## src/rtl/hazard5_bus_defs.sv

```systemverilog
// rtl/hazard5_bus_defs.sv - shared Hazard5 bus definitions
//
// Purpose: transfer-size encodings and default bus widths used by the
// instruction-fetch responder and its data-phase controller.
// Ports: none (package).

package hazard5_bus_defs;

  localparam int W_ADDR_DEFAULT = 32;
  localparam int W_DATA_DEFAULT = 32;

  // Encoding of the mem_size signal on the fetch interface.
  typedef enum logic {
    SIZE_HALF = 1'b0,
    SIZE_WORD = 1'b1
  } mem_size_t;

  // Wait-state counter width; WAIT_STATES is limited to 0..3.
  localparam int W_WAIT_CTR = 2;

endpackage

```

## src/rtl/hazard5_imem_dph_ctrl.sv

```systemverilog
// rtl/hazard5_imem_dph_ctrl.sv - data-phase tracking for the instruction fetch responder
//
// Purpose: tracks the single outstanding data phase, counts wait states,
// applies arbiter stalls, and decides when a new address phase may be accepted.
// Ports:
//   clk, rst_n    clock, asynchronous active-low reset
//   sram_gnt      arbiter grants the SRAM port this cycle
//   sram_stall    arbiter extends the current data phase by one cycle
//   accept        address phase accepted this cycle (vld && rdy, from top)
//   dph_first     first cycle of the current data phase (SRAM data on the bus)
//   dph_done      data phase completes this cycle
//   mem_addr_rdy  responder can accept an address phase this cycle

module hazard5_imem_dph_ctrl
  import hazard5_bus_defs::*;
#(
  parameter int WAIT_STATES = 0
) (
  input  logic clk,
  input  logic rst_n,
  input  logic sram_gnt,
  input  logic sram_stall,
  input  logic accept,
  output logic dph_first,
  output logic dph_done,
  output logic mem_addr_rdy
);

  logic                  dph_vld;
  logic [W_WAIT_CTR-1:0] wait_ctr;

  assign dph_done = dph_vld && (wait_ctr == '0) && !sram_stall;

  // Depends only on registered state and arbiter inputs, never on the
  // requester's address-phase signals, so no loop forms through accept.
  assign mem_addr_rdy = sram_gnt && (!dph_vld || dph_done);

  always_ff @(posedge clk or negedge rst_n) begin
    if (!rst_n) begin
      dph_vld   <= 1'b0;
      dph_first <= 1'b0;
      wait_ctr  <= '0;
    end else begin
      dph_first <= accept;
      if (accept) begin
        // Accept in the done cycle chains straight into the next phase.
        dph_vld  <= 1'b1;
        wait_ctr <= W_WAIT_CTR'(WAIT_STATES);
      end else begin
        if (dph_done) begin
          dph_vld <= 1'b0;
        end
        if (dph_vld && !sram_stall && (wait_ctr != '0)) begin
          wait_ctr <= wait_ctr - 1'b1;
        end
      end
    end
  end

endmodule

```

## src/rtl/hazard5_imem_responder.sv

```systemverilog
// rtl/hazard5_imem_responder.sv - Hazard5 instruction-fetch responder onto a synchronous SRAM
//
// Purpose: accepts pipelined fetch address phases, issues one SRAM read per
// accept and returns one in-order data beat per accepted address, with fixed
// wait states and arbiter stalls. Halfword fetches are replicated to both halves.
// Ports:
//   clk, rst_n     clock, asynchronous active-low reset
//   mem_size       1 = 32-bit access, 0 = 16-bit access
//   mem_addr       byte address of the address phase
//   mem_addr_vld   address phase valid
//   mem_addr_rdy   address phase accepted this cycle, if vld
//   mem_data       read data
//   mem_data_vld   data phase completes this cycle
//   sram_gnt       arbiter grants the SRAM port this cycle
//   sram_stall     arbiter extends the current data phase by one cycle
//   sram_ce        SRAM read enable
//   sram_addr      SRAM word address
//   sram_rdata     SRAM read data, valid the cycle after sram_ce

module hazard5_imem_responder
  import hazard5_bus_defs::*;
#(
  parameter int W_ADDR      = W_ADDR_DEFAULT,
  parameter int W_DATA      = W_DATA_DEFAULT,
  parameter int SRAM_DEPTH  = 4096,
  parameter int WAIT_STATES = 0,
  localparam int W_SRAM_ADDR = $clog2(SRAM_DEPTH)
) (
  input  logic                   clk,
  input  logic                   rst_n,
  input  logic                   mem_size,
  input  logic [W_ADDR-1:0]      mem_addr,
  input  logic                   mem_addr_vld,
  output logic                   mem_addr_rdy,
  output logic [W_DATA-1:0]      mem_data,
  output logic                   mem_data_vld,
  input  logic                   sram_gnt,
  input  logic                   sram_stall,
  output logic                   sram_ce,
  output logic [W_SRAM_ADDR-1:0] sram_addr,
  input  logic [W_DATA-1:0]      sram_rdata
);

  localparam int W_HALF = W_DATA / 2;

  logic              accept;
  logic              dph_first;
  logic              dph_done;
  logic              dph_hw;
  logic              dph_a1;
  logic [W_DATA-1:0] hold;
  logic [W_DATA-1:0] word;
  logic [W_HALF-1:0] half;

  assign accept = mem_addr_vld && mem_addr_rdy;

  hazard5_imem_dph_ctrl #(
    .WAIT_STATES (WAIT_STATES)
  ) u_dph_ctrl (
    .clk          (clk),
    .rst_n        (rst_n),
    .sram_gnt     (sram_gnt),
    .sram_stall   (sram_stall),
    .accept       (accept),
    .dph_first    (dph_first),
    .dph_done     (dph_done),
    .mem_addr_rdy (mem_addr_rdy)
  );

  // The read is launched in the accept cycle; upper address bits are dropped
  // so fetches wrap modulo the SRAM size.
  assign sram_ce   = accept;
  assign sram_addr = mem_addr[2 +: W_SRAM_ADDR];

  // Address bits above the SRAM and byte-lane bit 0 carry no information here.
  logic unused_addr_bits;
  assign unused_addr_bits = ^(mem_addr >> (W_SRAM_ADDR + 2)) ^ mem_addr[0];

  always_ff @(posedge clk or negedge rst_n) begin
    if (!rst_n) begin
      dph_hw <= 1'b0;
      dph_a1 <= 1'b0;
      hold   <= '0;
    end else begin
      if (accept) begin
        dph_hw <= (mem_size_t'(mem_size) == SIZE_HALF);
        dph_a1 <= mem_addr[1];
      end
      // The SRAM may be handed to the data side after the first cycle, so the
      // read data is captured once and replayed from here on stalls/waits.
      if (dph_first) begin
        hold <= sram_rdata;
      end
    end
  end

  assign word = (dph_first && dph_done) ? sram_rdata : hold;

  // Word fetches ignore addr[1] and always return the aligned word.
  assign half = dph_a1 ? word[W_DATA-1:W_HALF] : word[W_HALF-1:0];

  assign mem_data     = dph_hw ? {half, half} : word;
  assign mem_data_vld = dph_done;

endmodule

```

## config.mk

```make
export PLATFORM = sky130hd
export DESIGN_NAME = hazard5_imem_responder
export DESIGN_NICKNAME = d
export VERILOG_FILES = /design/src/rtl/hazard5_bus_defs.sv /design/src/rtl/hazard5_imem_dph_ctrl.sv /design/src/rtl/hazard5_imem_responder.sv
export SDC_FILE = /design/constraint.sdc
export NUM_CORES = 1
export LEC_CHECK = 0
export BUFFER_PORTS_ARGS = -buffer_cell sky130_fd_sc_hd__buf_2
export CORE_MARGIN = 10
export CORE_UTILIZATION = 43
export DETAILED_ROUTE_END_ITERATION = 7
export PLACE_DENSITY = 0.78
export SYNTH_ARGS = -nofsm -noshare
export SYNTH_HDL_FRONTEND = slang
export SYNTH_SLANG_ARGS = --single-unit
```

## constraint.sdc

```tcl
create_clock -name clk -period 1.33 [get_ports clk]
set_input_delay 0.133 -clock clk [delete_from_list [all_inputs] [get_ports clk]]
set_output_delay 0.133 -clock clk [all_outputs]
set_load 0.02 [all_outputs]
```

==> flow_summary.json <==
{
  "failed_checks": "setup timing",
  "grt_setup_unrepaired": "true",
  "route.detailed.drc": 0,
  "grt_max_degree": 33,
  "ctsLongestPathBuffers": 2,
  "grt_usage_pct": 15.1,
  "critical_path.max_fanout": 5,
  "antenna_found_initial": 0,
  "fin_ws_ns": -0.698,
  "worstPathCellList": "inv_2 -> ha_4 -> and4b_4 -> mux4_2 -> buf_6",
  "ys_warn_count": 0,
  "rows": 27,
  "powerDensity_nw_per_um2": 2720,
  "synthMuxAreaShare_pct": 31.1,
  "drtIter0Drc": 81,
  "comb_power_share_pct": 69.8,
  "yosys_register_bits": 38,
  "p_int_uw": 5630,
  "cp_num_buf_inv": 2,
  "coreArea_um2": 5570,
  "grt_pass1_wl_um": 11200,
  "clock_latency_ns": 0.29,
  "cp.arrival_ns": 1.89,
  "finalCritPeriodShare_pct": 152,
  "firstDrtPassIters": 4,
  "synthXorXnorAreaFrac_pct": 0.349,
  "tns_ns": -22.69,
  "finalPower_uw": 9750,
  "max_slew_margin_pct": 66.9,
  "cts_tree": "built",
  "detail_route.wl_per_cell_um": 18.6,
  "p_clk_share_pct": 7.6,
  "p_sw_uw": 4120,
  "power.share.sequential_pct": 22.5,
  "synth.distinct_cells": 28,
  "vias": 2119,
  "yosys.area_share.simple_pct": 12.3,
  "dp_hpwl_um": 5030,
  "tightestPinTransition_ns": 0.497,
  "seq_area_frac_synth_pct": 37.9,
  "postRouteAntennaNets": 0,
  "grt_overflow_total": 0,
  "slew_viol_final": 0,
  "synth_top_family_by_area": "multiplexers",
  "numCtsBuffers": 5,
  "fp.dieW_um": 96.4,
  "cpLargestDelayFamily": "multiplexers",
  "routed_via_density": 5.56,
  "nets": 380,
  "hold_ws_ns": 0.0522,
  "gp_congestion": 0.788,
  "cts.sink_count": 38,
  "synthFlopType": "dfrtp_1",
  "synthArstFlopShare_pct": 100,
  "htree_levels": 2,
  "synth_edf_count": 0,
  "peakVddDrop_mv": 1.55,
  "fin_area_um2": 3590,
  "fin_skew_ns": 0.00199,
  "status": "finished, violations left",
  "cellLeakagePower_uw": 0.00161,
  "fin_crit_ns": 2.03,
  "hp-class": "input port to register",
  "syn_area_um2": 2510,
  "placed_area_um2": 3160,
  "clockRootBuffer": "clkbuf_8",
  "grt_pass1_vias": 2279,
  "synthAdderAreaFrac_pct": 0.499,
  "cp_slowest_stage_delay_ns": 0.54,
  "clk_pin_slew_worst_paths_ns": 0.07,
  "maxCapViolations": 0,
  "die_h_um": 96.4,
  "p_sw_share_pct": 42.3,
  "syn_nets": 289,
  "endpoint_kind": "output pin",
  "layout_commonest_cell": "buf_2",
  "cp_slowest_cell": "mux4_2",
  "max_freq_mhz": 493,
  "critPathKind": "register to output pin",
  "utilization_pct": 64.4,
  "synth_compound_area_share_pct": 9.13,
  "syn_area_per_cell_um2": 11.5,
  "setup_violations": 41,
  "areaGrowthSynthToFinish_pct": 43.0,
  "critPathRequiredTime_ns": 1.20,
  "start_util_pct": 45.0,
  "hold_viol_final": 0,
  "die_area_um2": 9290,
  "routed_wl_um": 7090,
  "mostFrequentLayoutCells": "buf_2 (53), dfrtp_1 (37), buf_4 (37)",
  "synthCells": 218,
  "crit_path_start_kind": "register",
  "final_layout_size_suffix_gt1_share_pct": 68.6,
  "io_buffers": 73,
  "pin_count": 117,
  "diodes": 0
}
worst paths after layout:
kind                                             start      endpoint  slack, ns  cells past startpoint
min in group asynchronous                        rst_n       hold[7]       0.33                      2
worst max register to register  u_dph_ctrl.wait_ctr[0]        dph_a1      -0.48                     10
max in group asynchronous                        rst_n        dph_a1       0.51                      3
worst min register to register                hold[17]      hold[17]       0.53                      1
worst min-delay path                          mem_size        dph_hw       0.05                      2
worst max-delay path            u_dph_ctrl.wait_ctr[0]  mem_data[31]      -0.70                      5
registers in the layout, indices dropped and copies added (netlist names):
name,cells
hold,32
dph_a1,1
u_dph_ctrl.wait_ctr,2
u_dph_ctrl.dph_first,1
dph_hw,1
u_dph_ctrl.dph_vld,1
layer usage:
metal	GRT usage [%]	share of wire, %
met1	18.6	42
met2	25.3	51
met3	3.93	6.4
met4	4.84	0.73
met5	0	0
power by group through the flow:
stage / clock network (uW) / registers [uW] / logic (uW)
global route: 818 / 2270 / 7310
CTS: 763 / 2180 / 6540
detailed placement: 0 / 2180 / 6000
global placement: 0 / 2120 / 5870
floorplan: 0 / 2050 / 4190
finish: 743 / 2200 / 6810
repair_timing:
action,CTS,global route
setup endpoints to repair,39,41
buffers inserted,11,5
cloned,2,0
endpoints found under the hold margin,20,0
hold buffers,1,0
pin swaps,2,3
resized for setup,41,20
area by class of cell:
cell class	instances	area, um2
Timing Repair Buffer	114	891
Clock buffer	7	76.3
Inverter	4	15.0
Fill cell	436	1990
Sequential cell	38	952
Multi-Input combinational cell	146	1560
Tap cell	72	90.1
cells by family after synthesis:
kind of cell | after synthesis
muxes | 51
xor gates and xnor gates | 1
adders and majority gates | 1
AOI/OAI and AO/OA | 33
buffers and inverters | 34
DFF | 38
and+or+nand+nor | 60
synth_stat cells, drive strengths merged, types with 2 or more instances:
cell,n,share of area (%)
a211oi,16,4.8
buf,25,7.3
mux2,34,15
inv,4,0.60
nor2,3,1.1
clkbuf,5,0.80
and3,16,4.3
and2,2,0.55
nand2,36,5.4
dfrtp,38,38
mux4,16,15
a31oi,16,4.0
stage by stage:
step | setup WS [ns] | std cells
detailed placement | -0.429 | 357
finish | -0.698 | 381
CTS | -0.719 | 378
global route | -0.762 | 381
floorplan | -0.266 | 218
global placement | -0.380 | 357
(Power assumes the default switching activity.)
